### src/rtl/cordic_pkg.sv
// Shared types and constants for the iterative CORDIC core.
// CORDIC_GAIN_COMP_EN selects the optional gain-compensation stage in the core.
package cordic_pkg;

  typedef enum logic [1:0] {
    ST_IDLE,
    ST_ROTATE,
    ST_SCALE,
    ST_DONE
  } state_t;

  localparam int XY_FRAC = 13;  // x/y are Q2.13
  localparam int Z_FRAC  = 12;  // z is Q3.12
  localparam int LUT_W   = 16;

  // 1/K = 0.60725 in Q2.13
  localparam logic [15:0] INV_GAIN = 16'd4975;

  // round(atan(2^-i) * 2^Z_FRAC)
  function automatic logic [LUT_W-1:0] atan_lut(input logic [3:0] i);
    case (i)
      4'd0:    atan_lut = 16'd3217;
      4'd1:    atan_lut = 16'd1899;
      4'd2:    atan_lut = 16'd1003;
      4'd3:    atan_lut = 16'd509;
      4'd4:    atan_lut = 16'd256;
      4'd5:    atan_lut = 16'd128;
      4'd6:    atan_lut = 16'd64;
      4'd7:    atan_lut = 16'd32;
      4'd8:    atan_lut = 16'd16;
      4'd9:    atan_lut = 16'd8;
      4'd10:   atan_lut = 16'd4;
      4'd11:   atan_lut = 16'd2;
      4'd12:   atan_lut = 16'd1;
      default: atan_lut = 16'd0;
    endcase
  endfunction

endpackage

### src/rtl/barrel_shifter.sv
// Arithmetic right barrel shifter: y_o = data_i >>> amount_i, sign-extending,
// built as four conditional power-of-two stages.
module barrel_shifter #(
  parameter int Width = 16
) (
  input  logic [Width-1:0] data_i,
  input  logic [3:0]       amount_i,
  output logic [Width-1:0] y_o
);

  logic [4:0][Width-1:0] stage;

  assign stage[0] = data_i;

  for (genvar s = 0; s < 4; s++) begin : g_stage
    localparam int SH = 1 << s;
    logic signed [Width-1:0] shifted;
    assign shifted      = $signed(stage[s]) >>> SH;
    assign stage[s+1]   = amount_i[s] ? shifted : stage[s];
  end

  assign y_o = stage[4];

endmodule

### src/rtl/cordic_iter_core.sv
// Iterative rotation-mode CORDIC: one micro-rotation per clock, valid/ready in and out.
// Define CORDIC_GAIN_COMP_EN to add a SCALE state that multiplies x/y by 1/K.
module cordic_iter_core
  import cordic_pkg::*;
#(
  parameter int Width      = 16,
  parameter int Iterations = 16
) (
  input  logic             clk_i,
  input  logic             rst_i,
  input  logic             valid_i,
  output logic             ready_o,
  input  logic [Width-1:0] x_i,
  input  logic [Width-1:0] y_i,
  input  logic [Width-1:0] z_i,
  output logic             valid_o,
  input  logic             ready_i,
  output logic [Width-1:0] x_o,
  output logic [Width-1:0] y_o,
  output logic [Width-1:0] z_o
);

  localparam logic [3:0] LAST = 4'(Iterations - 1);

  state_t                  state, state_nx;
  logic [3:0]              cnt;
  logic signed [Width-1:0] x, y, z;
  logic signed [Width-1:0] xs, ys, atan;
  logic signed [Width-1:0] x_rot, y_rot, z_rot;
  logic                    neg;

  barrel_shifter #(.Width(Width)) u_shift_x (
    .data_i  (x),
    .amount_i(cnt),
    .y_o     (xs)
  );

  barrel_shifter #(.Width(Width)) u_shift_y (
    .data_i  (y),
    .amount_i(cnt),
    .y_o     (ys)
  );

  // z == 0 counts as positive, so only the sign bit steers the rotation
  assign neg   = z[Width-1];
  assign atan  = Width'(atan_lut(cnt));
  assign x_rot = neg ? (x + ys) : (x - ys);
  assign y_rot = neg ? (y - xs) : (y + xs);
  assign z_rot = neg ? (z + atan) : (z - atan);

`ifdef CORDIC_GAIN_COMP_EN
  localparam logic signed [2*Width-1:0] GAIN = (2*Width)'(INV_GAIN);
  localparam logic signed [2*Width-1:0] RND  = (2*Width)'(1 << (XY_FRAC - 1));
  logic signed [2*Width-1:0] px, py;
  logic signed [Width-1:0]   x_sc, y_sc;

  assign px   = x * GAIN;
  assign py   = y * GAIN;
  assign x_sc = Width'((px + RND) >>> XY_FRAC);
  assign y_sc = Width'((py + RND) >>> XY_FRAC);
`endif

  always_ff @(posedge clk_i or posedge rst_i) begin
    if (rst_i) state <= ST_IDLE;
    else       state <= state_nx;
  end

  always_comb begin
    state_nx = state;
    ready_o  = 1'b0;
    valid_o  = 1'b0;
    case (state)
      ST_IDLE: begin
        ready_o = 1'b1;
        if (valid_i) state_nx = ST_ROTATE;
      end
      ST_ROTATE: begin
`ifdef CORDIC_GAIN_COMP_EN
        if (cnt == LAST) state_nx = ST_SCALE;
`else
        if (cnt == LAST) state_nx = ST_DONE;
`endif
      end
      ST_SCALE: state_nx = ST_DONE;
      ST_DONE: begin
        valid_o = 1'b1;
        if (ready_i) state_nx = ST_IDLE;
      end
      default: state_nx = ST_IDLE;
    endcase
  end

  always_ff @(posedge clk_i or posedge rst_i) begin
    if (rst_i) begin
      x   <= '0;
      y   <= '0;
      z   <= '0;
      cnt <= '0;
    end else begin
      case (state)
        ST_IDLE: begin
          if (valid_i) begin
            x   <= x_i;
            y   <= y_i;
            z   <= z_i;
            cnt <= '0;
          end
        end
        ST_ROTATE: begin
          x   <= x_rot;
          y   <= y_rot;
          z   <= z_rot;
          cnt <= cnt + 4'd1;
        end
`ifdef CORDIC_GAIN_COMP_EN
        ST_SCALE: begin
          x <= x_sc;
          y <= y_sc;
        end
`endif
        default: ;
      endcase
    end
  end

  assign x_o = x;
  assign y_o = y;
  assign z_o = z;

endmodule

### config.mk
export PLATFORM = sky130hd
export DESIGN_NAME = cordic_iter_core
export DESIGN_NICKNAME = d
export VERILOG_FILES = /design/src/rtl/cordic_pkg.sv /design/src/rtl/barrel_shifter.sv /design/src/rtl/cordic_iter_core.sv
export SDC_FILE = /design/constraint.sdc
export NUM_CORES = 1
export LEC_CHECK = 0
export CAP_MARGIN = 20
export CELL_PAD_IN_SITES_DETAIL_PLACEMENT = 0
export CELL_PAD_IN_SITES_GLOBAL_PLACEMENT = 1
export CORE_MARGIN = 5
export CORE_UTILIZATION = 46
export DETAILED_ROUTE_END_ITERATION = 8
export PLACE_DENSITY = 0.9
export REMOVE_ABC_BUFFERS = 1
export SLEW_MARGIN = 20
export SYNTH_ARGS = -nofsm -noshare
export SYNTH_HDL_FRONTEND = slang
export SYNTH_SLANG_ARGS = --single-unit
### constraint.sdc
create_clock -name clk_i -period 11.1 [get_ports clk_i]
set_input_delay 2.22 -clock clk_i [delete_from_list [all_inputs] [get_ports clk_i]]
set_output_delay 2.22 -clock clk_i [all_outputs]
set_load 0.01 [all_outputs]
Word-level counts from Yosys, hierarchy flattened
Memories as Yosys holds them, arrays and structs flattened.
Cells that the tools add are included.
{"block": "word_totals", "regBits": 54, "romBits": 192, "out_inout_bits": 50, "mem_count": 1}
{"memory": "(name not given)", "words": 16, "width": 12, "rd": 1, "rd_ports_with_merged_regs": 0, "wr": 0, "line_no": "cordic_pkg.sv:21", "text": "case (i)"}
{"block": "classes", "add_sub_neg": 7, "eq_ne": 7, "mux": 25, "n_reduce_logical": 4}
{"op": "$mux W15", "n": 8}
{"op": "$mux W16", "n": 6}
{"op": "$pmux W16 S2", "n": 3}
{"op": "$add A16 B16 Y16", "n": 3}
{"op": "$sub A16 B16 Y16", "n": 3}
{"op": "$pmux W2 S4", "n": 1}
{"op": "$pmux W4 S2", "n": 1}
{"op": "$mux W2", "n": 3}
{"op": "$ne A2 B2 Y1 const B", "n": 3}
{"op": "$add A4 B1 Y4 const B", "n": 1}
{"op": "$eq A2 B2 Y1 const B", "n": 2}
{"op": "$eq A4 B4 Y1 const B", "n": 1}
{"op": "$mux W4", "n": 1}
{"op": "$reduce_and A3 Y1", "n": 1}
{"op": "$eq A2 B1 Y1 const B", "n": 1}
{"op": "$logic_not A2 Y1", "n": 1}
{"op": "$mux W1", "n": 2}
{"op": "$reduce_and A2 Y1", "n": 1}
{"op": "$reduce_bool A2 Y1", "n": 1}

Longest topological paths before layout
{"block": "logic_depth", "ltp_word": 7, "mapped_depth": 23, "depth_no_buf": 20}

By module
Synthesis repeated with hierarchy kept, for this count alone.
{"block": "unflattened", "hier_cells": 918, "area_unflattened_um2": 7148.1}
{"module": "cordic_iter_core", "n_inst": 1, "cells_per_inst": 698, "area_per_inst_um2": 5599.1}
{"module": "barrel_shifter", "n_inst": 2, "cells_per_inst": 110, "area_per_inst_um2": 774.5}

Worst setup path before layout
No wires, ideal clock.
{"block": "synth_timing", "path_kind": "register to register", "start": "register cnt[0]", "end": "register x[15], in the netlist x_o[15]", "setup_ps": 145, "arrival_ps": 4348, "slack_ps": 6606, "stages_incl_launch_ff": 20, "n_path_buf": 3, "period_less_slack_ps": 4494, "path_cell_list": "dfrtp_1 > buf_6 > buf_6 > clkbuf_1 > mux4_2 > a22oi_1 > nor2b_1 > ha_1 > and3_1 > a31o_2 > xor2_1 > ha_1 > a21o_1 > a21o_1 > a2111oi_0 > o31ai_1 > a221o_1 > nor2b_1 > mux2i_1 > o221ai_1"}
{"block": "synth_between", "elab_chain_len": 7, "word_cells_on_any_way": 8, "classes_between": "add/sub (2); mux (6)"}
{"element": "start, declared", "line_no": "cordic_iter_core.sv:26", "text": "logic [3:0] cnt;"}
{"element": "start signal, assigned", "line_no": "cordic_iter_core.sv:113", "text": "cnt <= cnt + 4'd1;"}
{"element": "$mux W15 * (4 in a row)", "line_no": "barrel_shifter.sv:19", "text": "assign stage[s+1] = amount_i[s] ? shifted : stage[s];"}
{"element": "$sub A16 B16 Y16 / $add A16 B16 Y16 (equally long branches)", "line_no": "cordic_iter_core.sv:47", "text": "assign x_rot = neg ? (x + ys) : (x - ys);"}
{"element": "$mux W16 *", "line_no": "cordic_iter_core.sv:47"}
{"element": "$pmux W16 S2 *", "line_no": "cordic_iter_core.sv:100", "text": "case (state)"}
{"element": "end signal, assigned", "line_no": "cordic_iter_core.sv:103", "text": "x <= x_i;"}
{"element": "end signal, assigned", "line_no": "cordic_iter_core.sv:110", "text": "x <= x_rot;"}
{"element": "end, declared", "line_no": "cordic_iter_core.sv:27", "text": "logic signed [Width-1:0] x, y, z;"}
Every way passes the cells marked *; elsewhere a longest branch is shown, timed or not.
A chain may end at the register's enable or synchronous reset.

Worst setup path after layout
{"block": "layout_timing", "start": "register cnt[2]", "end": "register x[15], in the netlist x_o[15]"}
{"block": "layout_between", "elab_chain_len": 5, "word_cells_on_any_way": 6, "classes_between": "add/sub (2); mux (4)"}
{"element": "$mux W15 * (2 in a row)", "line_no": "barrel_shifter.sv:19"}
{"element": "$sub A16 B16 Y16 / $add A16 B16 Y16 (equally long branches)", "line_no": "cordic_iter_core.sv:47"}
{"element": "$mux W16 *", "line_no": "cordic_iter_core.sv:47"}
{"element": "$pmux W16 S2 *", "line_no": "cordic_iter_core.sv:100"}
Marked as above.

==> flow_metrics.py <==
metrics = {
    "status": {
        "status": "completed",
    },
    "critical_path": {
        "crit_path_start": "cnt[2]$_DFFE_PP0P_",
        "rr_startpoint": "cnt[2]$_DFFE_PP0P_",
        "max_stage_delay_ns": 1.08,
        "critPathRequiredTime_ns": 11.27,
        "rr_worst_depth": 16,
        "worst_path_dominant_cell_family": "compound AO/OA/AOI/OAI gates",
        "cp_cell_sequence": "nor2b_1 -> a22oi_1 -> nor2b_1 -> ha_1 -> and3_1 -> a31o_2 -> xor2_1 -> ha_1 -> a21o_1 -> a21o_1 -> a2111oi_0 -> o31ai_1 -> a221o_1 -> nor2b_1 -> mux2i_1 -> o221ai_1",
        "worstPathMaxFanout": 35,
        "reg2reg_slack_ns": 5.79,
        "start_kind": "flop",
        "end_kind": "flop",
        "worstSetupPathType": "reg -> reg",
        "r2r-end": "x_o[15]$_DFFE_PP0P_",
        "critPathArrivalTime_ns": 5.48,
        "crit_top_cell": "nor2b_1",
        "cp_num_buf_inv": 0,
        "slowest_stage": "dfrtp_1",
    },
    "route": {
        "via_count": 6853,
        "wl_um": 21100,
        "dr.pass1.iters": 5,
        "drc": 0,
        "drt_iter0_drc": 576,
        "ant_nets": 0,
        "routed_via_density": 6.21,
        "post_drt_wl_per_cell_um": 19.1,
    },
    "clock_tree": {
        "cts_tree": "done",
        "clockRootBuffer": "clkbuf_16",
        "cts_hold_buffers": 0,
        "clock_path_buffers": 2,
        "cts_max_level": 2,
        "post_cts_buffers": 0,
        "clk_pin_slew_ns": 0.07,
        "post_cts_resized": 0,
        "clk_latency_ns": 0.31,
        "cts_buffers": 5,
        "clock-sinks": 54,
    },
    "logic_synthesis": {
        "syn_area_um2": 7090,
        "ys_seq_area_frac": 0.191,
        "yosys_register_bits": 54,
        "avgSynthCellArea_um2": 8.37,
        "synth_edf_count": 0,
        "yosysWarnings": 0,
        "synth_cell_types": 74,
        "synthCells": 847,
        "synth_flop_cell": "dfrtp_1",
        "async_reset_ff_frac": 1.00,
    },
    "global_routing": {
        "grt_pass1_wl_um": 34300,
        "grt_remaining_overflow": 0,
        "grt_use_total": 0.232,
        "antenna_found_initial": 0,
        "grt_max_degree": 55,
        "grt_pass1_vias": 6519,
    },
    "sta": {
        "layout_setup_ws_ns": 5.79,
        "finalCriticalPeriod_ns": 5.31,
        "slew_headroom": 0.264,
        "worst_pin_slew_ns": 1.10,
        "timing.final.crit_share": 0.478,
        "final_hold_viol_count": 0,
        "finalClockSkew_ns": 0.00472,
        "fin_setup_tns_ns": 0,
        "fmax_ghz": 0.188,
        "finalSetupViolCount": 0,
        "rsz0062_at_grt": "false",
        "drv_slew": 0,
    },
    "final_layout": {
        "final_cell_mix": "clkdlybuf4s50_1 (101), nand2_1 (72), a21oi_1 (71)",
        "nets": 1035,
        "multiInputGateArea_um2": 5410,
        "antenna_cells": 0,
        "fin_util": 0.551,
        "drive_above_1_share": 0.0743,
        "final_common_cell": "clkdlybuf4s50_1",
        "nFillCells": 1423,
        "syn2layout_area_growth_pct": 17.8,
        "regArea_um2": 1350,
    },
    "worst_hold_path": {
        "holdPathStages": 1,
        "holdPathEnd": "z_o[13]$_DFFE_PP0P_",
        "min_path_type": "reg -> reg",
        "worstHoldStart": "z_o[13]$_DFFE_PP0P_",
    },
    "placement": {
        "dp_hpwl_um": 15100,
        "place_congestion": 0.909,
        "port_buffers": 101,
        "dp_slack_ns": 5.87,
    },
    "die": {
        "core.rowCount": 45,
        "die_h_um": 134,
        "fp.dieW_um": 134,
        "core_um2": 15100,
        "die_area_um2": 18000,
        "io_pins": 102,
        "start_util": 0.468,
    },
    "run": {
        "drv_cap": 0,
    },
}
[sequential cells by signal, summed over array words and instances (netlist names)]
name and count:
x_o 16, z_o 16, cnt 4, state 2
y_o 16
[cell families (layout without fill, tap and decap cells)]
family,count (synthesis),count (layout),share of synthesized area
AOI/OAI and AO/OA,298,298,0.271
and+or+nand+nor,214,214,0.146
buffers and inverters,80,148,0.0476
xor gates and xnor gates,74,74,0.0914
muxes,58,58,0.128
DFF,54,54,0.191
adders and majority gates,69,69,0.125
[routing by layer]
layer,vias to the layer above,track usage,share of wire
met3,27,0.0364,0.065
met4,0,0.0419,0.015
li1,3314,-,-
met1,3258,0.315,0.44
met5,-,0,0
met2,254,0.396,0.48
[through the flow]
stage | instances | hold slack (ns) | area (um^2)
2_1_floorplan | 795 | 0.539 | 6860
3_3_place_gp | 1095 | 0.509 | 8200
3_5_place_dp | 1095 | 0.509 | 8200
4_1_cts | 1103 | 0.531 | 8350
5_1_grt | 1103 | 0.565 | 8350
6_report | 1103 | 0.525 | 8350
[cells in the mapped netlist (6+ instances only)]
master    instances  area share
nand2_1          72       0.038
a21oi_1          71       0.050
ha_1             66        0.12
o21ai_0          63       0.044
nor2_1           62       0.033
dfrtp_1          54        0.19
xor2_1           46       0.057
clkbuf_1         35       0.019
o22ai_1          33       0.029
xnor2_1          28       0.035
mux2i_1          27       0.038
mux4_2           25       0.079
inv_1            23       0.012
a21o_1           17       0.018
nand2b_1         16       0.014
a211oi_1         12       0.013
a31oi_1          12       0.011
nand3_1          12      0.0085
nor2b_1          10      0.0088
a221oi_1          9       0.011
or3_1             9      0.0079
a22oi_1           8      0.0085
and2_1            7      0.0062
nor3_1            7      0.0049
o21bai_1          7      0.0074
and3_1            6      0.0053
buf_1             6      0.0032
buf_2             6      0.0042
o21a_1            6      0.0064
o21ai_1           6      0.0042
[how the worst max path moves through the flow]
stage | endpoint | slack (ns) | depth (start not counted)
finish | x_o[15]$_DFFE_PP0P_ | 5.79 | 16
global route | z_o[14]$_DFFE_PP0P_ | 5.42 | 17
CTS | x_o[15]$_DFFE_PP0P_ | 5.87 | 16
detailed placement | x_o[15]$_DFFE_PP0P_ | 5.87 | 16
global placement | z_o[14]$_DFFE_PP0P_ | 5.98 | 16
floorplan | z_o[14]$_DFFE_PP0P_ | 5.96 | 16
[cell type report]
class                           count  share of cell area
Multi-Input combinational cell    713               0.648
Sequential cell                    54               0.162
Timing Repair Buffer              112               0.131
Tap cell                          188              0.0282
Clock buffer                        6              0.0166
Inverter                           28              0.0126
Clock inverter                      2             0.00150
Power is left out: the tool's default activity adds up to more than one toggle a clock period on the data nets, which glitch-free logic cannot reach.
